### config.mk
export PLATFORM = sky130hd
export DESIGN_NAME = i2c_spi_byte_engine
export DESIGN_NICKNAME = d
export VERILOG_FILES = /design/src/rtl/i2c_spi_byte_engine.sv
export SDC_FILE = /design/constraint.sdc
export NUM_CORES = 1
export LEC_CHECK = 0
export BUFFER_PORTS_ARGS = -buffer_cell sky130_fd_sc_hd__clkbuf_2
export CAP_MARGIN = 20
export CORE_MARGIN = 2
export CORE_UTILIZATION = 45
export CTS_BUF_LIST = sky130_fd_sc_hd__clkbuf_8 sky130_fd_sc_hd__clkbuf_16
export CTS_CLUSTER_SIZE = 30
export DETAILED_ROUTE_END_ITERATION = 6
export PLACE_DENSITY_LB_ADDON = 0.25
export SETUP_SLACK_MARGIN = 0.02
export SYNTH_ARGS = -nofsm -noshare
export SYNTH_HDL_FRONTEND = slang
export SYNTH_SLANG_ARGS = --single-unit
### constraint.sdc
create_clock -name i2c_wb_clk_i -period 2.6 [get_ports i2c_wb_clk_i]
set_input_delay 0.52 -clock i2c_wb_clk_i [delete_from_list [all_inputs] [get_ports i2c_wb_clk_i]]
set_output_delay 0.52 -clock i2c_wb_clk_i [all_outputs]
set_load 0.01 [all_outputs]
### src/rtl/i2c_spi_byte_engine.sv
// ----------------------------------------------------------------------------
// i2c_spi_byte_engine
//
// Byte-level SPI master used behind the I2C slave front-end of the
// I2C-to-SPI bridge. Accepts one byte per valid/ready handshake and shifts
// it out MSB-first on mosi_o with a generated sck_o. It returns the byte
// captured from miso_i. Chip-select is held low across bytes until a byte
// marked last has been sent.
//
// Optional feature macro: SPI_MODE_SEL_EN
//   defined   : cpol_i/cpha_i ports exist and all four SPI modes are supported
//   undefined : fixed SPI mode 0 (CPOL=0, CPHA=0) and no mode ports
//
// Parameters
//   CLK_DIV      SCK half-period in clock cycles (1..255)
//
// Ports
//   i2c_wb_clk_i   system clock (rising edge)
//   i2c_wb_rst_i   asynchronous active-low reset
//   cpol_i/cpha_i  SPI mode, sampled on acceptance in IDLE (SPI_MODE_SEL_EN only)
//   tx_data_i      byte to transmit
//   tx_valid_i     tx_data_i/tx_last_i valid
//   tx_last_i      release chip-select after this byte
//   tx_ready_o     engine can accept a byte (IDLE or WAIT)
//   rx_data_o      last byte captured from MISO
//   rx_valid_o     one-cycle pulse when rx_data_o updates
//   busy_o         engine is not IDLE
//   miso_i         SPI data in (already synchronous)
//   sck_o          SPI clock (registered)
//   mosi_o         SPI data out (registered)
//   cs_n_o         SPI chip-select, active low (registered)
// ----------------------------------------------------------------------------
module i2c_spi_byte_engine #(
    parameter int unsigned CLK_DIV = 4
) (
    input  logic       i2c_wb_clk_i,
    input  logic       i2c_wb_rst_i,
`ifdef SPI_MODE_SEL_EN
    input  logic       cpol_i,
    input  logic       cpha_i,
`endif
    input  logic [7:0] tx_data_i,
    input  logic       tx_valid_i,
    input  logic       tx_last_i,
    output logic       tx_ready_o,
    output logic [7:0] rx_data_o,
    output logic       rx_valid_o,
    output logic       busy_o,
    input  logic       miso_i,
    output logic       sck_o,
    output logic       mosi_o,
    output logic       cs_n_o
);

    localparam logic [2:0] S_IDLE  = 3'd0;
    localparam logic [2:0] S_SETUP = 3'd1;
    localparam logic [2:0] S_SHIFT = 3'd2;
    localparam logic [2:0] S_WAIT  = 3'd3;
    localparam logic [2:0] S_HOLD  = 3'd4;
    localparam logic [2:0] S_GAP   = 3'd5;

    localparam logic [7:0] HALF_RELOAD = 8'(CLK_DIV - 1);

    logic [2:0] r_state;
    logic [7:0] r_half_cnt;
    logic [4:0] r_edge_cnt;
    logic [7:0] r_shreg;
    logic       r_last;
    logic       r_sck;
    logic       r_mosi;
    logic       r_cs_n;
    logic [7:0] r_rx_data;
    logic       r_rx_valid;

    logic       w_accept;
    logic       w_half_done;
    logic [4:0] w_edge_next;
    logic       w_sample;
    logic       w_last_edge;
    logic [7:0] w_shreg_next;
    logic       w_cpha;      // phase of the byte in flight
    logic       w_cpha_acc;  // phase that applies to a byte being accepted
    logic       w_cpol_in;   // idle level loaded into sck on IDLE acceptance

`ifdef SPI_MODE_SEL_EN
    logic r_cpha;

    // Mode is captured only when a frame starts from IDLE; in WAIT the
    // frame keeps the mode it started with.
    always_ff @(posedge i2c_wb_clk_i or negedge i2c_wb_rst_i) begin
        if (!i2c_wb_rst_i) begin
            r_cpha <= 1'b0;
        end else if (w_accept && (r_state == S_IDLE)) begin
            r_cpha <= cpha_i;
        end
    end

    assign w_cpha     = r_cpha;
    assign w_cpha_acc = (r_state == S_IDLE) ? cpha_i : r_cpha;
    assign w_cpol_in  = cpol_i;
`else
    assign w_cpha     = 1'b0;
    assign w_cpha_acc = 1'b0;
    assign w_cpol_in  = 1'b0;
`endif

    assign tx_ready_o = (r_state == S_IDLE) || (r_state == S_WAIT);
    assign busy_o     = (r_state != S_IDLE);
    assign w_accept   = tx_valid_i && tx_ready_o;

    assign w_half_done  = (r_half_cnt == '0);
    assign w_edge_next  = r_edge_cnt + 5'd1;
    // Odd edges have bit 0 set: CPHA=0 samples on odd edges, CPHA=1 on even.
    assign w_sample     = w_cpha ? ~w_edge_next[0] : w_edge_next[0];
    assign w_last_edge  = (w_edge_next == 5'd16);
    assign w_shreg_next = w_sample ? {r_shreg[6:0], miso_i} : r_shreg;

    always_ff @(posedge i2c_wb_clk_i or negedge i2c_wb_rst_i) begin
        if (!i2c_wb_rst_i) begin
            r_state    <= S_IDLE;
            r_half_cnt <= '0;
            r_edge_cnt <= '0;
            r_shreg    <= '0;
            r_last     <= 1'b0;
            r_sck      <= 1'b0;
            r_mosi     <= 1'b0;
            r_cs_n     <= 1'b1;
            r_rx_data  <= '0;
            r_rx_valid <= 1'b0;
        end else begin
            r_rx_valid <= 1'b0;
            case (r_state)
                S_IDLE, S_WAIT: begin
                    if (w_accept) begin
                        r_state    <= S_SETUP;
                        r_shreg    <= tx_data_i;
                        r_last     <= tx_last_i;
                        r_half_cnt <= HALF_RELOAD;
                        r_edge_cnt <= '0;
                        r_cs_n     <= 1'b0;
                        if (r_state == S_IDLE) begin
                            r_sck <= w_cpol_in;
                        end
                        if (!w_cpha_acc) begin
                            r_mosi <= tx_data_i[7];
                        end
                    end
                end

                // SETUP ends with SCK edge 1, so both states share the edge
                // logic. After edge 16 of a non-last byte the engine spends
                // one more cycle in SHIFT so that WAIT (and a new acceptance)
                // never overlaps the rx_valid pulse.
                S_SETUP, S_SHIFT: begin
                    if (r_edge_cnt == 5'd16) begin
                        r_state <= S_WAIT;
                    end else if (!w_half_done) begin
                        r_half_cnt <= r_half_cnt - 8'd1;
                    end else begin
                        r_half_cnt <= HALF_RELOAD;
                        r_edge_cnt <= w_edge_next;
                        r_sck      <= ~r_sck;
                        r_shreg    <= w_shreg_next;
                        if (!w_sample && !w_last_edge) begin
                            r_mosi <= r_shreg[7];
                        end
                        if (w_last_edge) begin
                            r_rx_data  <= w_shreg_next;
                            r_rx_valid <= 1'b1;
                            r_state    <= r_last ? S_HOLD : S_SHIFT;
                        end else begin
                            r_state <= S_SHIFT;
                        end
                    end
                end

                S_HOLD: begin
                    if (w_half_done) begin
                        r_state    <= S_GAP;
                        r_cs_n     <= 1'b1;
                        r_half_cnt <= HALF_RELOAD;
                    end else begin
                        r_half_cnt <= r_half_cnt - 8'd1;
                    end
                end

                S_GAP: begin
                    if (w_half_done) begin
                        r_state <= S_IDLE;
                    end else begin
                        r_half_cnt <= r_half_cnt - 8'd1;
                    end
                end

                default: begin
                    r_state <= S_IDLE;
                    r_cs_n  <= 1'b1;
                end
            endcase
        end
    end

    assign sck_o      = r_sck;
    assign mosi_o     = r_mosi;
    assign cs_n_o     = r_cs_n;
    assign rx_data_o  = r_rx_data;
    assign rx_valid_o = r_rx_valid;

endmodule
==> impl_metrics.sql <==
INSERT INTO impl_metrics (metric_group, metric, value, unit) VALUES
('worst_setup_path', 'crit_path_cell_trace', 'ha_1 > nor3_1 > a31oi_1 > or4_1 > mux2_4', ''),
('sta', 'tightestPinTransition', '0.920', 'ns'),
('sta', 'rsz0062_at_grt', 'false', ''),
('layout', 'drive_above_1_share', '0.269', ''),
('power_and_ir_drop', 'power_switching', '0.944', 'mW'),
('clock_network', 'ctsLongestPathBuffers', '2', ''),
('worst_setup_path', 'crit_buf_inv', '0', ''),
('power_and_ir_drop', 'max-vdd-ir-drop', '0.581', 'mV'),
('layout', 'n_antenna_cell', '0', ''),
('clock_network', 'cts.reportedPaths.clkPinSlew', '0.08', 'ns'),
('power_and_ir_drop', 'static_power_due_to_leakage', '1.17', 'nW'),
('sta', 'timing.clock.skew', '0.00941', 'ns'),
('sta', 'maxClockFrequency', '414', 'MHz'),
('clock_network', 'number_of_sinks_on_the_clock_net', '37', ''),
('worst_setup_path', 'crit_start', 'r_edge_cnt[0]', ''),
('floorplanning', 'io_pins', '27', ''),
('global_route', 'antenna_found_initial', '0', ''),
('worst_setup_path', 'start_kind', 'flip-flop', ''),
('worst_setup_path', 'cp-endpoint', 'rx_data_o[2]', ''),
('floorplanning', 'die_h', '73.7', 'µm'),
('global_route', 'grt_usage', '0.194', ''),
('worst_setup_path', 'worst_path_dominant_cell_family', 'simple AND/OR/NAND/NOR gates', ''),
('floorplanning', 'floorplan.rows', '25', ''),
('yosys', 'mapped_cells', '219', ''),
('power_and_ir_drop', 'power.share.switching', '0.383', ''),
('routing', 'drt-wirelength-per-cell', '15.5', 'µm'),
('clock_network', 'insertion_delay', '0.30', 'ns'),
('yosys', 'syn-cell-area', '2190', 'µm²'),
('worst_setup_path', 'end_kind', 'flip-flop', ''),
('clock_network', 'cts_tree', 'yes', ''),
('worst_setup_path', 'critical-path-slowest-cell', 'or4_1', ''),
('power_and_ir_drop', 'internal-power', '1.52', 'mW'),
('sta', 'timing_hold_violations_final', '0', ''),
('sta', 'total_of_endpoints_with_negative_setup_slack_in_the_final_report', '0', ''),
('placed_design', 'gpl.final_weighted_congestion', '0.868', ''),
('yosys', 'synthesis.area_per_instance', '9.99', 'µm²'),
('floorplanning', 'die_width', '73.7', 'µm'),
('worst_setup_path', 'worst_path_fanout_max', '9', ''),
('power_and_ir_drop', 'comb_power_share', '0.412', ''),
('clock_network', 'tritoncts.num_buffers', '5', ''),
('yosys', 'ys_seq_elements', '37', ''),
('power_and_ir_drop', 'pwr-share-clk', '0.212', ''),
('routing', 'drtIter0Drc', '114', ''),
('sta', 'maxSlewViolCount', '0', ''),
('global_route', 'overflow', '0', ''),
('global_route', 'wire_length_of_the_first_global_routing_pass', '8060', 'µm'),
('routing', 'detail_route.drc_violations', '0', ''),
('yosys', 'synth_edf_count', '0', ''),
('worst_setup_path', 'timing.setup.critical_path_class', 'reg2reg', ''),
('worst_setup_path', 'worstReg2RegEnd', 'rx_data_o[2]', ''),
('layout', 'area.growth.synth_to_final', '15.6', '%'),
('global_route', 'largest_net_degree_at_the_start_of_global_routing', '38', ''),
('yosys', 'synth_nets', '237', ''),
('placed_design', 'port_buffers', '26', ''),
('layout', 'num-nets-final', '270', ''),
('routing', 'route.detailed.vias_per_inst', '5.67', ''),
('worst_setup_path', 'worst-endpoint-arrival', '2.60', 'ns'),
('job', 'drv_cap', '0', ''),
('yosys', 'postSynth.asyncResetShare', '1.00', ''),
('outcome', 'run_status', 'finished clean', ''),
('sta', 'final.period_utilization', '0.928', ''),
('routing', 'postRouteAntennaNets', '0', ''),
('yosys', 'synth.yosys.warnings', '0', ''),
('power_and_ir_drop', 'pwr_per_cell_area', '974', 'nW/µm²'),
('floorplanning', 'core_area', '4690', 'µm²'),
('routing', 'dr.pass1.iters', '4', ''),
('routing', 'final_routed_wirelength_across_all_metal_layers', '4750', 'µm'),
('yosys', 'synth_sequential_area_ratio', '0.424', ''),
('global_route', 'first_global_vias', '1598', ''),
('yosys', 'synth.lib_cells_used.distinct', '50', ''),
('worst_setup_path', 'cp_num_cells', '5', '');
-- worst min-delay path by stage --
stage / to / from / cells after the start
floorplan: mosi_o / i2c_wb_rst_i / 0
global placement: mosi_o / mosi_o / 1
detailed placement: mosi_o / mosi_o / 1
CTS: r_state[0] / i2c_wb_rst_i / 1
global route: rx_data_o[7] / i2c_wb_rst_i / 1
finish: r_state[1] / i2c_wb_rst_i / 1
-- per-stage QoR --
stage	worst slack (ns)	instances	utilization	instance area, µm²	hold slack (ns)
floorplan	0.278	219	-	2190	0.224
global placement	0.260	299	0.515	2410	0.474
detailed placement	0.219	299	0.515	2410	0.484
CTS	0.200	307	0.539	2530	0.378
global route	0.0866	307	0.539	2530	0.424
finish	0.187	307	0.539	2530	0.342
-- cell families (layout without fill, tap and decap cells) --
family          Yosys count  count (layout)  share of synthesized area
simple gates             68              68                      0.168
buf+inv                  20              54                     0.0400
fa+ha+maj                 6               6                     0.0332
mux                      21              21                      0.120
xor+xnor                  5               5                     0.0234
flops                    37              37                      0.424
compound gates           62              62                      0.192
-- sequential cells by signal (all words and copies together) (netlist names), 3 cells and up --
signal,flops
rx_data_o,8
r_edge_cnt,5
r_half_cnt,8
r_shreg,8
r_state,3
-- cells in the mapped netlist (3+ instances only) --
cell / count / share of area
mux2_4: 8 / 0.055
o21ai_1: 12 / 0.027
a2bb2oi_1: 8 / 0.032
nand3_1: 5 / 0.011
o21ai_0: 4 / 0.0091
nor3_1: 3 / 0.0069
nand2b_1: 4 / 0.011
nand2_1: 18 / 0.031
xnor2_1: 3 / 0.012
clkbuf_1: 6 / 0.010
o22ai_1: 11 / 0.031
inv_1: 8 / 0.014
and3_1: 3 / 0.0086
ha_1: 5 / 0.029
a21oi_1: 6 / 0.014
nor2_1: 16 / 0.027
dfrtp_1: 36 / 0.41
nor2b_1: 4 / 0.011
a22o_1: 5 / 0.020
buf_2: 4 / 0.0091
mux2_2: 9 / 0.046
a31oi_1: 4 / 0.011
mux2i_1: 3 / 0.014
-- area by class of cell --
cell class / instances / area [µm²]
Fill cell: 428 / 2160
Multi-Input combinational cell: 162 / 1170
Sequential cell: 37 / 927
Timing Repair Buffer: 37 / 213
Clock buffer: 5 / 68.8
Tap cell: 54 / 67.6
Clock inverter: 3 / 46.3
Inverter: 9 / 33.8
-- cell usage in the layout, fill, tap and decap left out, types with 6 or more instances in the layout --
cell type  instances
a2bb2oi_1          8
a21oi_1            6
dfrtp_1           36
inv_1              8
o22ai_1           11
buf_4             11
mux2_2             9
nor2_1            16
clkbuf_2          26
o21ai_1           12
nand2_1           18
mux2_4             8
-- routing by layer --
metal / wire (µm) / track usage / up-vias
li1: - / - / 873
met4: 76 / 0.0727 / 0
met5: 0 / 0 / -
met1: 2340 / 0.284 / 828
met2: 2170 / 0.282 / 32
met3: 159 / 0.0412 / 8
-- power groups by stage --
stage	Sequential (mW)	Combinational (mW)	Clock, mW
2_1_floorplan	0.860	0.800	0
3_3_place_gp	0.931	0.997	0
3_5_place_dp	0.936	1.01	0
4_1_cts	0.925	1.02	0.534
5_1_grt	0.961	1.13	0.560
6_report	0.928	1.01	0.522
-- worst register-to-register path, stage by stage (launching register included) --
cell and delay (ns):
dfrtp_1 0.47, ha_1 0.31, nor3_1 0.20, a31oi_1 0.09
or4_1 0.83, mux2_4 0.39
Power figures use the tool's default switching activity.
